## src/rtl/csidh_limb_seq.sv

```systemverilog
// rtl/csidh_limb_seq.sv - limb sequencer for the CSIDH-512 reduced-radix modular-correction datapath
//
// Walks limbs 0..NLIMBS-1 one per cycle, driving the combinational p-limb
// datapath (dp_*) and streaming reduced result limbs to the write port.
// Signed inter-limb carries are propagated between limbs. The top limb is
// written unreduced and its bit 63 is reported on sign.
//
// Ports:
//   g_clk, g_rst            clock, synchronous active-high reset
//   start, mode, mask       launch (IDLE only); mode 0 = SUBP, 1 = ADDP; ADDP mask
//   busy, done, sign        status; done pulses with the final limb; sign held
//   rd_req, rd_idx, rd_data limb read port (data one cycle after request)
//   wr_en, wr_idx, wr_data  result limb write port
//   dp_rs1, dp_rs2, dp_imm  datapath operands and limb selector
//   dp_op_*                 datapath op selects (dp_op_sub reserved, tied 0)
//   dp_rd                   combinational datapath result
//
// Optional feature macro: CSIDH_LIMB_SEQ_AUTOCORR_EN
//   When defined, a negative SUBP result is corrected by an automatic ADDP
//   pass (mask = all ones) over an internal result buffer.

module csidh_limb_seq #(
  parameter int NLIMBS = 9,
  parameter int RADIX  = 57
) (
  input  logic        g_clk,
  input  logic        g_rst,
  input  logic        start,
  input  logic        mode,
  input  logic [63:0] mask,
  output logic        busy,
  output logic        done,
  output logic        sign,
  output logic        rd_req,
  output logic [3:0]  rd_idx,
  input  logic [63:0] rd_data,
  output logic        wr_en,
  output logic [3:0]  wr_idx,
  output logic [63:0] wr_data,
  output logic [63:0] dp_rs1,
  output logic [63:0] dp_rs2,
  output logic [3:0]  dp_imm,
  output logic        dp_op_sub,
  output logic        dp_op_subadd,
  output logic        dp_op_andadd,
  input  logic [63:0] dp_rd
);

  typedef enum logic [1:0] {
    S_IDLE,
    S_RUN,
    S_DONE
  } state_t;

  localparam logic [3:0]  LAST     = 4'(NLIMBS - 1);
  localparam logic [63:0] LOW_MASK = (64'd1 << RADIX) - 64'd1;

  state_t      state_q, state_d;
  logic [3:0]  idx_q, idx_d;
  logic [63:0] carry_q, carry_d;
  logic [63:0] mask_q, mask_d;
  logic        mode_q, mode_d;
  logic        sign_q, sign_d;
  logic        second_q, second_d;

  logic [63:0] buf_data;
  logic [63:0] limb_a;
  logic [63:0] t_shift;

`ifdef CSIDH_LIMB_SEQ_AUTOCORR_EN
  localparam bit AUTOCORR = 1'b1;

  // Every written limb is kept so the correction pass can run without
  // touching the external read port.
  logic [63:0] res_buf [NLIMBS];

  always_ff @(posedge g_clk) begin
    if (wr_en) begin
      res_buf[wr_idx] <= wr_data;
    end
  end

  assign buf_data = res_buf[idx_q];
`else
  localparam bit AUTOCORR = 1'b0;

  assign buf_data = 64'h0;
`endif

  // Correction pass sources its limbs from the buffer, first pass from memory.
  assign limb_a  = second_q ? buf_data : rd_data;
  // Signed carry out of the current limb.
  assign t_shift = 64'($signed(dp_rd) >>> RADIX);

  always_comb begin
    state_d      = state_q;
    idx_d        = idx_q;
    carry_d      = carry_q;
    mask_d       = mask_q;
    mode_d       = mode_q;
    sign_d       = sign_q;
    second_d     = second_q;
    busy         = (state_q != S_IDLE);
    done         = 1'b0;
    rd_req       = 1'b0;
    rd_idx       = 4'd0;
    wr_en        = 1'b0;
    wr_idx       = 4'd0;
    wr_data      = 64'h0;
    dp_rs1       = 64'h0;
    dp_rs2       = 64'h0;
    dp_imm       = 4'd0;
    dp_op_sub    = 1'b0;
    dp_op_subadd = 1'b0;
    dp_op_andadd = 1'b0;

    case (state_q)
      S_IDLE: begin
        if (start) begin
          mode_d   = mode;
          mask_d   = mask;
          carry_d  = 64'h0;
          idx_d    = 4'd0;
          second_d = 1'b0;
          rd_req   = 1'b1;
          rd_idx   = 4'd0;
          state_d  = S_RUN;
        end
      end

      S_RUN: begin
        dp_imm = idx_q;
        if (mode_q) begin
          dp_op_andadd = 1'b1;
          dp_rs1       = mask_q;
          dp_rs2       = limb_a + carry_q;
        end else begin
          dp_op_subadd = 1'b1;
          dp_rs1       = limb_a;
          dp_rs2       = carry_q;
        end

        wr_en  = 1'b1;
        wr_idx = idx_q;

        if (idx_q != LAST) begin
          wr_data = dp_rd & LOW_MASK;
          carry_d = t_shift;
          idx_d   = idx_q + 4'd1;
          // Read-ahead keeps one limb per cycle; the buffer pass needs none.
          if (!second_q) begin
            rd_req = 1'b1;
            rd_idx = idx_q + 4'd1;
          end
        end else begin
          // Top limb keeps its full width so the sign survives.
          wr_data = dp_rd;
          sign_d  = dp_rd[63];
          if (AUTOCORR && !second_q && !mode_q && dp_rd[63]) begin
            second_d = 1'b1;
            mode_d   = 1'b1;
            mask_d   = {64{1'b1}};
            carry_d  = 64'h0;
            idx_d    = 4'd0;
          end else begin
            state_d = S_DONE;
          end
        end
      end

      S_DONE: begin
        done    = 1'b1;
        state_d = S_IDLE;
      end

      default: begin
        state_d = S_IDLE;
      end
    endcase
  end

  always_ff @(posedge g_clk) begin
    if (g_rst) begin
      state_q  <= S_IDLE;
      idx_q    <= 4'd0;
      carry_q  <= 64'h0;
      mask_q   <= 64'h0;
      mode_q   <= 1'b0;
      sign_q   <= 1'b0;
      second_q <= 1'b0;
    end else begin
      state_q  <= state_d;
      idx_q    <= idx_d;
      carry_q  <= carry_d;
      mask_q   <= mask_d;
      mode_q   <= mode_d;
      sign_q   <= sign_d;
      second_q <= second_d;
    end
  end

  assign sign = sign_q;

endmodule

```

## config.mk

```make
export PLATFORM = sky130hd
export DESIGN_NAME = csidh_limb_seq
export DESIGN_NICKNAME = d
export VERILOG_FILES = /design/src/rtl/csidh_limb_seq.sv
export SDC_FILE = /design/constraint.sdc
export NUM_CORES = 1
export LEC_CHECK = 0
export ABC_CLOCK_PERIOD_IN_PS = 4100
export CAP_MARGIN = 5
export CORE_AREA = 2 2 158 160
export CTS_CLUSTER_DIAMETER = 60
export DETAILED_ROUTE_END_ITERATION = 6
export DIE_AREA = 0 0 160 162
export PLACE_DENSITY = 0.8
export SLEW_MARGIN = 20
export SYNTH_ARGS = -nofsm -noshare
export SYNTH_HDL_FRONTEND = slang
export SYNTH_SLANG_ARGS = --single-unit
```

## constraint.sdc

```tcl
create_clock -name g_clk -period 4.1 [get_ports g_clk]
set_input_delay 0.615 -clock g_clk [delete_from_list [all_inputs] [get_ports g_clk]]
set_output_delay 0.615 -clock g_clk [all_outputs]
set_load 0.03 [all_outputs]
```

Yosys cells after proc, flatten, opt, wreduce, memory -nomap -nowiden

Cells that the tools add are included.

RAM bits: 0
Bits of input ports: 196
Memories: 0
Output and inout port bits: 212
Bits in registers: 136
Word-level logic and storage cells: 49
ROM bits: 0
Latch bits: 0

Shift-type cells: 0
Add/sub/neg operators: 2
Divide/modulo/power cells: 0
Order comparisons: 0
Equality and inequality tests: 6
Reductions and logical operators: 7
Multiply operators: 0
Bitwise operators: 1
Multiplexer cells: 27

Operator list:

| kind                                          | number |
|---|---|
| two-way mux 64 bit                            | 8 |
| one-hot mux 64 bit (2 select lines)           | 1 |
| adder 64 bit                                  | 1 |
| two-way mux 4 bit                             | 5 |
| two-way mux 1 bit                             | 8 |
| one-hot mux 4 bit (2 select lines)            | 1 |
| != test 2 bit, second input constant          | 3 |
| AND reduction 2 bit                           | 3 |
| adder 4 x 1 -> 4 bit, second input constant   | 1 |
| two-way mux 2 bit                             | 2 |
| != test 4 bit, second input constant          | 1 |
| one-hot mux 2 bit (2 select lines)            | 1 |
| nonzero test 2 bit                            | 2 |
| AND reduction 3 bit                           | 1 |
| == test 2 x 1 -> 1 bit, second input constant | 1 |
| == test 2 bit, second input constant          | 1 |
| zero test 2 bit                               | 1 |
| one-hot mux 1 bit (2 select lines)            | 1 |
| NOT 1 bit                                     | 1 |

Longest topological paths before layout

Depth in word-level cells: 3
Mapped depth: 12
Mapped depth without buffers: 12

Worst setup path before layout

OpenSTA, ideal clock, no wires.

Path kind: reg2out
From: register carry_q[62]
To: output dp_rs2[63]
Stages on the path, launching flop included: 12
Required time: 3.485 ns
Path buffers: 0
Arrival time: 4.186 ns
Path slack: -0.701 ns
Cells stage by stage: dfxtp_1 > ha_1 > a21oi_1 > a21boi_1 > a211oi_2 > o41ai_2 > a211oi_2 > o31ai_2 > a21bo_4 > a2111oi_4 > nor4_1 > nor3_2

Cells in the longest elaborated chain, start to end: 3

RTL lines:

| what                   | RTL line | text |
|---|---|---|
| start, declared        | 60       | `logic [63:0] carry_q, carry_d;` |
| start signal, assigned | 194      | `carry_q <= carry_d;` |
| adder 64 bit           | 136      | `dp_rs2 = limb_a + carry_q;` |
| two-way mux 64 bit     | 133      | `if (mode_q) begin` |
| two-way mux 64 bit     | 117      | `case (state_q)` |
| end, declared          | 41       | `output logic [63:0] dp_rs2,` |

Every way passes these cells.

Worst setup path after layout

From: input rd_data[28]
To: output dp_rs2[63]

Cells in the longest elaborated chain, start to end: 3

RTL lines:

| what               | RTL line | text |
|---|---|---|
| start, declared    | 36       | `input logic [63:0] rd_data,` |
| adder 64 bit       | 136      |  |
| two-way mux 64 bit | 133      |  |
| two-way mux 64 bit | 117      |  |

Every way passes these cells.

==> results.txt <==
The flow ran to the end, but the final reports show violations. The final reports fail on setup timing. The worst-path maximum fanout is 3. The routability congestion estimate came out at roughly 0.91. The setup skew after layout is around 0.012 ns. The via density per instance came out at between 5 and 6. The count of state elements after synthesis came out at just under 80. The number of DRC violations after detailed routing came out at 0. The detailed router placed between 10000 and 15000 vias in this run.

Setup slack on the critical path of the routed design comes to -0.0490 ns. The count of max-cap constraint violations is 0. The slew at the pin closest to its max-slew limit came out at about 0.97 ns. The core box area came out at between 20000 and 25000 um^2. Once layout is complete, the cells apart from fillers number approximately 2100.

The total number of clock tree sinks is 79. The most critical setup path has its startpoint at rd_data[28]. STA puts the critical path data arrival time at 3.53 ns. The number of synthesized flops with an enable pin is 0. The peak supply drop came out at approximately 0.17 mV. In this run the cell area of the synthesized design comes to approximately 8500 um^2. The placed wire-length estimate after detailed placement is 30800 um.

The headroom to the max-slew limit came out at about a third. The share of the cycle needed by the critical path after routing is 101%. The slack of the worst reg-to-reg path is a little under 2 ns. The worst hold path belongs to the class reg -> reg. The setup TNS is -0.0922 ns. TritonCTS built the clock tree. The layout overhead on the synthesized area came out at 80.8%. Port buffering added approximately 400 buffers. The number of antenna violations at the first check in global routing came to 2. Setup violations remaining at the end of the flow were counted as 3. The post-synthesis sequential area ratio is approximately 19%. The total wirelength of the detailed-routed design is a little over 40000 um. The number of failing hold endpoints at the final stage came out at 0. The hold-fix buffer count after cts is 0.

The final critical delay including setup and external delays came out at between 4 and 5 ns. The number of distinct library cell variants in the gate-level netlist after synthesis came out at between 70 and 80. The number of H-tree branching levels came out at 3. Clock-pin slew was measured on the worst setup and hold paths at roughly 0.06 ns. The top cell types in the final layout, fill and taps aside, are 284 x clkdlybuf4s50_1, 261 x buf_4, 189 x nand2_1. The number of nets at the end of the flow came out at approximately 2000.

The initial utilization of the core area, before any placement, comes to 35.5%. The cell area power density came out at about 220 nW/um^2. The number of top-level pins is between 400 and 500. Measured along the y axis, the die boundary spans ~160 um. The primary flip-flop cell chosen by synthesis mapping is dfxtp_1. The cell count of the worst reg-to-reg path came out at 8.

STA classifies the critical path endpoint as an output pin. The async set-or-reset flop fraction in the synthesized netlist came out at 0%. The die is ~160 um wide. The leakage power of the design is 6.44 nW. The root buffer cell is clkbuf_16. STA puts the critical path data required time at 3.48 ns. The number of nets with antenna violations after routing is 0.

In this run, the number of DRC markers left after iteration 0 of detailed routing was between 600 and 700. The yosys synthesis warning count came out at 0. After synthesis, the mean cell area works out to between 6 and 7 um^2.

The worst register-to-register path ends at idx_q[2]. For this run, the detailed router's first-pass iteration total came to 5. Before CTS, the worst setup slack after placement is -0.560 ns. The floorplan row count came out at 57.

The total nets after synthesis came out at roughly 1500. The critical path is of the in -> out type. Entering global routing, the biggest net connects 77 pins.

Dividing the detail-routed wire length by the instance count gives roughly 19 um. Setup repair after global routing could not meet its margin everywhere. The number of global-route vias before repair came out at around 11000. Ranked by total cell area, the synthesized netlist is headed by dfxtp_1 19%, a21oi_1 12%, ha_1 9.5%. The first global-routing pass estimated 60400 um of wire. The top cell type by area accounts for between 10% and 20% of the synthesized area. The all-layer global routing usage is 29.1%. The capture point of the critical path is dp_rs2[63]. In this run the critical register-to-register path is launched from idx_q[0].

The number of buffers created by CTS is 9. The clock reaches the later pin of the worst-skew pair after around 0.35 ns. The count of mapped cells out of synthesis came out at 1241.

The max-slew violation total from the final report came out at 0. STA classifies the critical path startpoint as an input pin. The remaining global-route overflow came out at 0. dfxtp_1 takes more of the synthesized area than any other cell. Leaving out fill and tap cells, the most frequent cell in the layout is clkdlybuf4s50_1. The number of placed instances, taps included, is 2061. The share of post-route cells with drive strength above 1 is roughly 26%. The number of buffers on the longest clock path came out at 2. The achievable frequency is between 200 and 250 MHz. The floorplan step defined a die boundary enclosing ~26000 um^2.
==> final cells by class <==
type | count | area (um^2)
Inverter | 27 | 101
Tap cell | 324 | 405
Clock inverter | 4 | 70.1
Antenna cell | 1 | 2.50
Sequential cell | 79 | 1600
Fill cell | 2076 | 8650
Multi-Input combinational cell | 1042 | 7330
Clock buffer | 12 | 236
Timing Repair Buffer | 613 | 5710
==> layer usage <==
layer | vias up | global-route usage (%) | share of wire [%]
met1 | 5348 | 34.0 | 39
met3 | 100 | 3.91 | 5.6
li1 | 5419 | - | -
met5 | - | 0 | 0.037
met4 | 2 | 13.6 | 4.7
met2 | 469 | 52.8 | 50
==> logic make-up after synthesis <==
kind of cell             Yosys count  synth area share [%]
other                              1                0.0439
flip-flops                        79                  18.5
buffers and inverters            120                  5.56
multiplexers                      68                  7.96
XOR/XNOR                          60                  6.15
adder cells (fa/ha/maj)           66                  9.75
AND/OR/NAND/NOR                  479                  25.6
AO/OA/AOI/OAI                    368                  26.4
==> where the power goes <==
part	switching, mW	internal [mW]	leakage, nW
combinational	0.853	0.750	5.64
clock	0.373	0.534	0.151
sequential	0.0376	0.811	0.651
total	1.26	2.09	6.44
==> metrics by stage <==
step           power [mW]  util [%]  cell area [um^2]  hold WS [ns]
2_1_floorplan        1.61         -              8560         0.436
3_3_place_gp         2.31      58.6             14100         0.441
3_5_place_dp         2.33      58.6             14100         0.447
4_1_cts              3.29      62.2             15000         0.456
5_1_grt              3.49      64.1             15500         0.468
6_report             3.36      64.1             15500         0.455
==> registers in the layout, indices dropped and copies added, names as in the netlist <==
name and count:
state_q 2, mode_q 1, mask_q 64, sign 1, idx_q 4, carry_q 7
==> how the worst min path moves through the flow <==
| stage | from | to | slack, ns | cells after the start |
|---|---|---|---|---|
| after floorplan | mask_q[0] | mask_q[0] | 0.44 | 2 |
| after global placement | mask_q[23] | mask_q[23] | 0.44 | 2 |
| after detailed placement | mask_q[10] | mask_q[10] | 0.45 | 2 |
| after CTS | mask_q[0] | mask_q[0] | 0.46 | 2 |
| after global routing | mask_q[0] | mask_q[0] | 0.47 | 2 |
| final | mask_q[12] | mask_q[12] | 0.46 | 2 |
==> synthesized netlist by cell type (all sizes together), types with 21 or more instances <==
cell type  number
clkbuf         77
mux2i          68
and2           68
nor2          121
a21o           29
xor2           26
dfxtp          79
nand2         195
xnor2          34
nand4          21
nand3          22
a21oi         209
inv            26
ha             65
o21ai          40
==> worst max-delay path, cell delays in order <==
cell             delay [ns]
clkdlybuf4s50_1        0.47
ha_4                   0.30
a21oi_1                0.10
nand3b_1               0.17
a221o_1                0.39
a41o_1                 0.29
o31ai_4                0.31
a21bo_4                0.21
a2111oi_4              0.07
o31a_1                 0.26
nor3_2                 0.19
buf_12                 0.16
==> what timing repair did <==
| item | in CTS | in global routing |
|---|---|---|
| setup buffers | 12 | 15 |
| setup endpoints to repair | 41 | 34 |
| pin swaps | 45 | 74 |
| gates resized for setup | 117 | 103 |
No activity file was read; power rests on OpenSTA's default activity.
==> RTL change 1, RTL diff (config.mk and constraints unchanged) <==
Register the inputs `start`, `mode`, `mask`, `rd_data` and `dp_rd` before use. The logic sees them one clock later. Comments in the files are not updated.
--- a/src/rtl/csidh_limb_seq.sv
+++ b/src/rtl/csidh_limb_seq.sv
@@ -55,6 +55,20 @@
   localparam logic [3:0]  LAST     = 4'(NLIMBS - 1);
   localparam logic [63:0] LOW_MASK = (64'd1 << RADIX) - 64'd1;
 
+  logic start_q;
+  logic mode_r;
+  logic [63:0] mask_r;
+  logic [63:0] rd_data_q;
+  logic [63:0] dp_rd_q;
+
+  always_ff @(posedge g_clk) begin
+    start_q   <= start;
+    mode_r    <= mode;
+    mask_r    <= mask;
+    rd_data_q <= rd_data;
+    dp_rd_q   <= dp_rd;
+  end
+
   state_t      state_q, state_d;
   logic [3:0]  idx_q, idx_d;
   logic [63:0] carry_q, carry_d;
@@ -88,9 +102,9 @@
 `endif
 
   // Correction pass sources its limbs from the buffer, first pass from memory.
-  assign limb_a  = second_q ? buf_data : rd_data;
+  assign limb_a  = second_q ? buf_data : rd_data_q;
   // Signed carry out of the current limb.
-  assign t_shift = 64'($signed(dp_rd) >>> RADIX);
+  assign t_shift = 64'($signed(dp_rd_q) >>> RADIX);
 
   always_comb begin
     state_d      = state_q;
@@ -116,9 +130,9 @@
 
     case (state_q)
       S_IDLE: begin
-        if (start) begin
-          mode_d   = mode;
-          mask_d   = mask;
+        if (start_q) begin
+          mode_d   = mode_r;
+          mask_d   = mask_r;
           carry_d  = 64'h0;
           idx_d    = 4'd0;
           second_d = 1'b0;
@@ -144,7 +158,7 @@
         wr_idx = idx_q;
 
         if (idx_q != LAST) begin
-          wr_data = dp_rd & LOW_MASK;
+          wr_data = dp_rd_q & LOW_MASK;
           carry_d = t_shift;
           idx_d   = idx_q + 4'd1;
           // Read-ahead keeps one limb per cycle; the buffer pass needs none.
@@ -154,9 +168,9 @@
           end
         end else begin
           // Top limb keeps its full width so the sign survives.
-          wr_data = dp_rd;
-          sign_d  = dp_rd[63];
-          if (AUTOCORR && !second_q && !mode_q && dp_rd[63]) begin
+          wr_data = dp_rd_q;
+          sign_d  = dp_rd_q[63];
+          if (AUTOCORR && !second_q && !mode_q && dp_rd_q[63]) begin
             second_d = 1'b1;
             mode_d   = 1'b1;
             mask_d   = {64{1'b1}};
Formal check against the unedited RTL: not equivalent (a bounded check fails within 4 cycles, from zero or initial values and one cycle with g_rst high).
==> RTL change 1 against the original RTL <==
Sequential cell count rose by 194. Setup slack got worse by 230 ps. Count of clock-buffer cells in the layout rose by 32. Power rose by 110%. The flow still finishes with violations (setup timing). Via count up 7.3%. Area after synthesis rose by 45%. Cell area is 25% higher. Wire length is 9.7% higher. Critical path depth rose by 1.
==> RTL change 1: results (changes against the original RTL) <==
[global_route]
grt_pass1_wl_mm=65.23  ; +8.0%
grt_use_met3=0.08121  ; +0.04213
antenna_found_initial=3  ; +1
grt_util_met1=0.3466  ; +0.006393
grt.total_usage=0.3173  ; +0.02630
grt_max_degree=71  ; -7.8%
grtUsageMet2=0.5933  ; +0.06553

[power]
leakage_nw=7.810  ; +21%
ir_worst_vdd_mv=0.3693  ; +120%
power.internal_mw=5.070  ; +140%

[synth]
async_reset_ff_frac=0  ; unchanged
ys_warn_count=0  ; unchanged
seq_area_frac_synth=0.4400  ; +0.2550
synth_flop_cell=dfxtp_1
syn_nets=1693  ; +13%
synthTopCellsByCount=dfxtp_1, a21oi_1, nand2_1, nor2_1, mux2i_1
ys_top_cells_by_area=dfxtp_1, a21oi_1, ha_1
synth_cell_types=73  ; unchanged

[cts]
cts_buffers=30  ; +21
cts.clk_slew.worst_paths_ps=60  ; about the same
clk_latency_ps=580  ; +230 ps
htreeDepth=1  ; -2
root_buffer=clkbuf_16
cts_buffer_depth=3  ; +1

[detailed_routing]
vias=12170  ; +7.3%
first_iter_violations=904  ; +43%
drt-wirelength-per-cell_um=20.21  ; +4.2%
first_pass_iters=5  ; unchanged
drc=0  ; unchanged

[place]
port_buffers=406  ; unchanged
dpl.hpwl_mm=31.54  ; +2.4%
place_congestion=0.8993  ; -1.7%

[min_path]
hold_class=reg2reg

[sta]
setup_ws_ps=-279.6  ; -230.6 ps
maxSlewHeadroom=0.2553  ; -0.09714
setup_violations=22  ; +19
fin_skew_ps=21.59  ; +9.947 ps
tns_ps=-3071  ; -2979 ps

[worst_setup_path]
cp.arrival_ps=3760  ; +230 ps
start_kind=register
max_stage_delay_ps=450  ; -20 ps
slowest_stage=dfxtp_4
cp_top_family=compound AO/OA/AOI/OAI gates
critPathMaxFanout=8  ; +5

[cells_and_area]
finalNetCount=2125  ; +4.5%
drive_above_1_share=0.1828  ; -0.07603

[outcome]
status=finished with violations
violations=setup timing

RTL change 1: cell type report:
class	instances	area, µm²
clock buffers	44	883.3
repair buffers	492	4813
flip-flops and latches	273	5475
well taps	324	405.4
inverters	20	75.07
fillers	1592	4807
clock inverters	12	122.6
diodes	2	5.005
multi-input cells	1046	7518
RTL change 1: routing by layer:
metal  vias up  part of all wire
li1       5807                 -
met3       130             0.081
met5         -           0.00029
met1      5693              0.36
met2       533              0.51
met4         2             0.040
RTL change 1: repair_timing:
item | 4_1_cts | 5_1_grt
endpoints found under the setup margin | 41 | 42
cloned | 1 | 0
resized for setup | 121 | 98
buffers inserted | 19 | 29
hold buffers | 0 | 0
pin swaps | 52 | 69
RTL change 1: power groups by stage:
stage          clock [mW]  sequential (mW)  combinational [mW]
3_5_place_dp            0             2.94                1.38
5_1_grt              2.81             2.91                1.66
4_1_cts              2.71             2.89                1.47
2_1_floorplan           0             2.91               0.797
3_3_place_gp            0             2.94                1.37
6_report             2.68             2.90                1.56
RTL change 1: kinds of logic (layout without fill, tap and decap cells):
group,after synthesis,count (layout),share of synthesized area
multiplexers,69,69,0.05560
XOR/XNOR,59,59,0.04160
other,1,3,0.0003019
AND/OR/NAND/NOR,492,492,0.1835
flip-flops,273,273,0.4400
adder cells (fa/ha/maj),66,66,0.06708
buffers and inverters,112,568,0.03707
AO/OA/AOI/OAI,359,359,0.1749
RTL change 1: worst paths after layout:
check | slack (ps) | cells past startpoint | endpoint | start
setup / recovery | -280 | 13 | dp_rs2[61] | carry_q[62]$_SDFFE_PP0P_
setup reg to reg | 1970 | 8 | carry_q[62]$_SDFFE_PP0P_ | idx_q[0]$_SDFFE_PP0P_
hold reg to reg | 430 | 2 | mask_q[2]$_SDFFE_PP0P_ | mask_r[2]$_DFF_P_
hold / removal | 430 | 2 | mask_q[2]$_SDFFE_PP0P_ | mask_r[2]$_DFF_P_
RTL change 1: stage by stage:
step / setup WS (ps) / instances / instance area (µm²)
after floorplan: 103.4 / 1431 / 12430
after global placement: 80.30 / 2108 / 16830
after detailed placement: 101.1 / 2108 / 16830
after CTS: -211.9 / 2184 / 18580
after global routing: -395.9 / 2213 / 19300
final: -279.6 / 2213 / 19300
RTL change 1: worst register-to-register path, stage by stage (launching register included):
cell,delay [ps]
dfxtp_1,390
inv_1,80
ha_1,210
and3b_1,260
nor2_1,350
nor2_1,210
inv_1,140
nand3_1,100
a21oi_1,260
==> RTL change 2, RTL diff (config.mk and constraints unchanged) <==
Without the edit above. The parameter `RADIX` goes from 57 to 56.
--- a/src/rtl/csidh_limb_seq.sv
+++ b/src/rtl/csidh_limb_seq.sv
@@ -21,7 +21,7 @@
 
 module csidh_limb_seq #(
   parameter int NLIMBS = 9,
-  parameter int RADIX  = 57
+  parameter int RADIX  = 56
 ) (
   input  logic        g_clk,
   input  logic        g_rst,
Formal check against the unedited RTL: not equivalent (Yosys sat finds a counterexample within 4 cycles, from zero or initial values and one cycle with g_rst high).
==> RTL change 2 against the original RTL <==
The flow still finishes with violations (setup timing). Clock skew is 1.6 ps higher. Power shrank 4.0%. Area after synthesis rose by 0.37%. Fmax decreased by 2.3%. Cell area decreased by 1.5%. Wire length is 2.4% lower. Setup slack worse by 97 ps. Core utilization decreased by 0.95 points. Sequential cell count is 1 higher. Largest cell class unchanged. Largest power group unchanged.
==> RTL change 2: results (changes against the original RTL) <==
[power]
switchingPower_mw=1.264  ; about the same
ir_worst_vdd_mv=0.1796  ; +6.9%
pwr-share-comb=0.485  ; +0.008

[global_route]
grt.total_usage=0.2872  ; -0.003739
antenna_found_initial=0  ; -2
grt_use_met3=0.04545  ; +0.006384
grt_util_met1=0.3529  ; +0.01262

[detailed_routing]
first_pass_iters=6  ; +1
drt-wirelength-per-cell_um=19.20  ; -0.96%
first_iter_violations=884  ; +40%
vias=11240  ; -0.84%

[synth]
synthTopCellsByCount=a21oi_1, nand2_1, nor2_1, dfxtp_1, clkbuf_1
synth_xor_area_frac=0.06227  ; +0.0007967
syn_nets=1502  ; -0.067%
synth-compound-area-share=0.2584  ; -0.005776
synthAdderAreaFrac=0.09713  ; -0.0003554
avgSynthCellArea_um2=6.919  ; +0.45%
synth_cell_types=66  ; -9.6%
seq_area_frac_synth=0.1867  ; +0.001659
synth_mux_area_frac=0.08284  ; +0.003210
ys_top_cells_by_area=dfxtp_1, a21oi_1, ha_1

[sta]
hold_ws_ps=456.5  ; +1.097 ps
fin_skew_ps=13.20  ; +1.566 ps
setup_ws_ps=-146.2  ; -97.25 ps
tightestPinTransition_ps=1051  ; +83.60 ps
setup_violations=5  ; +2

[cts]
cts_resized=95  ; -19%
cts.clk_slew.worst_paths_ps=60  ; about the same
cts_setup_buffers=11  ; -1

[worst_setup_path]
startpoint=rd_data[20]
cp.arrival_ps=3630  ; +100 ps
rrSetupSlack_ps=1800  ; -140 ps
reg2reg_to=carry_q[62]$_SDFFE_PP0P_
critPathMaxFanout=4  ; +1

[cells_and_area]
antenna_cells=0  ; -1
top_regs=mask_q (64), carry_q (8), idx_q (4)
fin_cells=2072  ; -1.4%
drive_above_1_share=0.2094  ; -0.04948

[outcome]
violations=setup timing
status=finished with violations

[place]
placed_cells=2036  ; -1.2%
place_congestion=0.9304  ; +1.7%
dpl.hpwl_mm=30.04  ; -2.4%

[min_path]
min_to=mask_q[41]$_SDFFE_PP0P_
holdCritStartpoint=mask_q[41]$_SDFFE_PP0P_

==> RTL change 2: cell count changes after synthesis, moves of 4 or more <==
| cell | delta |
|---|---|
| nor2_1 | -10 |
| nand2b_1 | +4 |
| nand4_1 | +4 |
| a31oi_1 | -4 |
| a211oi_2 | -4 |
| and2_1 | -4 |
| a21o_1 | +11 |
| inv_1 | -6 |
| nor3_1 | +4 |
==> RTL change 2: per-layer routing <==
metal,vias up,routed length [µm]
met3,82,2597
met5,-,0
li1,5348,-
met1,5291,16210
met2,522,19610
met4,0,1367
==> RTL change 2: final cells by class <==
| type | instances | area, µm² |
|---|---|---|
| flip-flops and latches | 80 | 1609 |
| well taps | 324 | 405.4 |
| inverters | 20 | 77.57 |
| fillers | 2114 | 8881 |
| clock buffers | 11 | 232.7 |
| multi-input cells | 1041 | 7173 |
| repair buffers | 591 | 5688 |
| clock inverters | 5 | 38.79 |
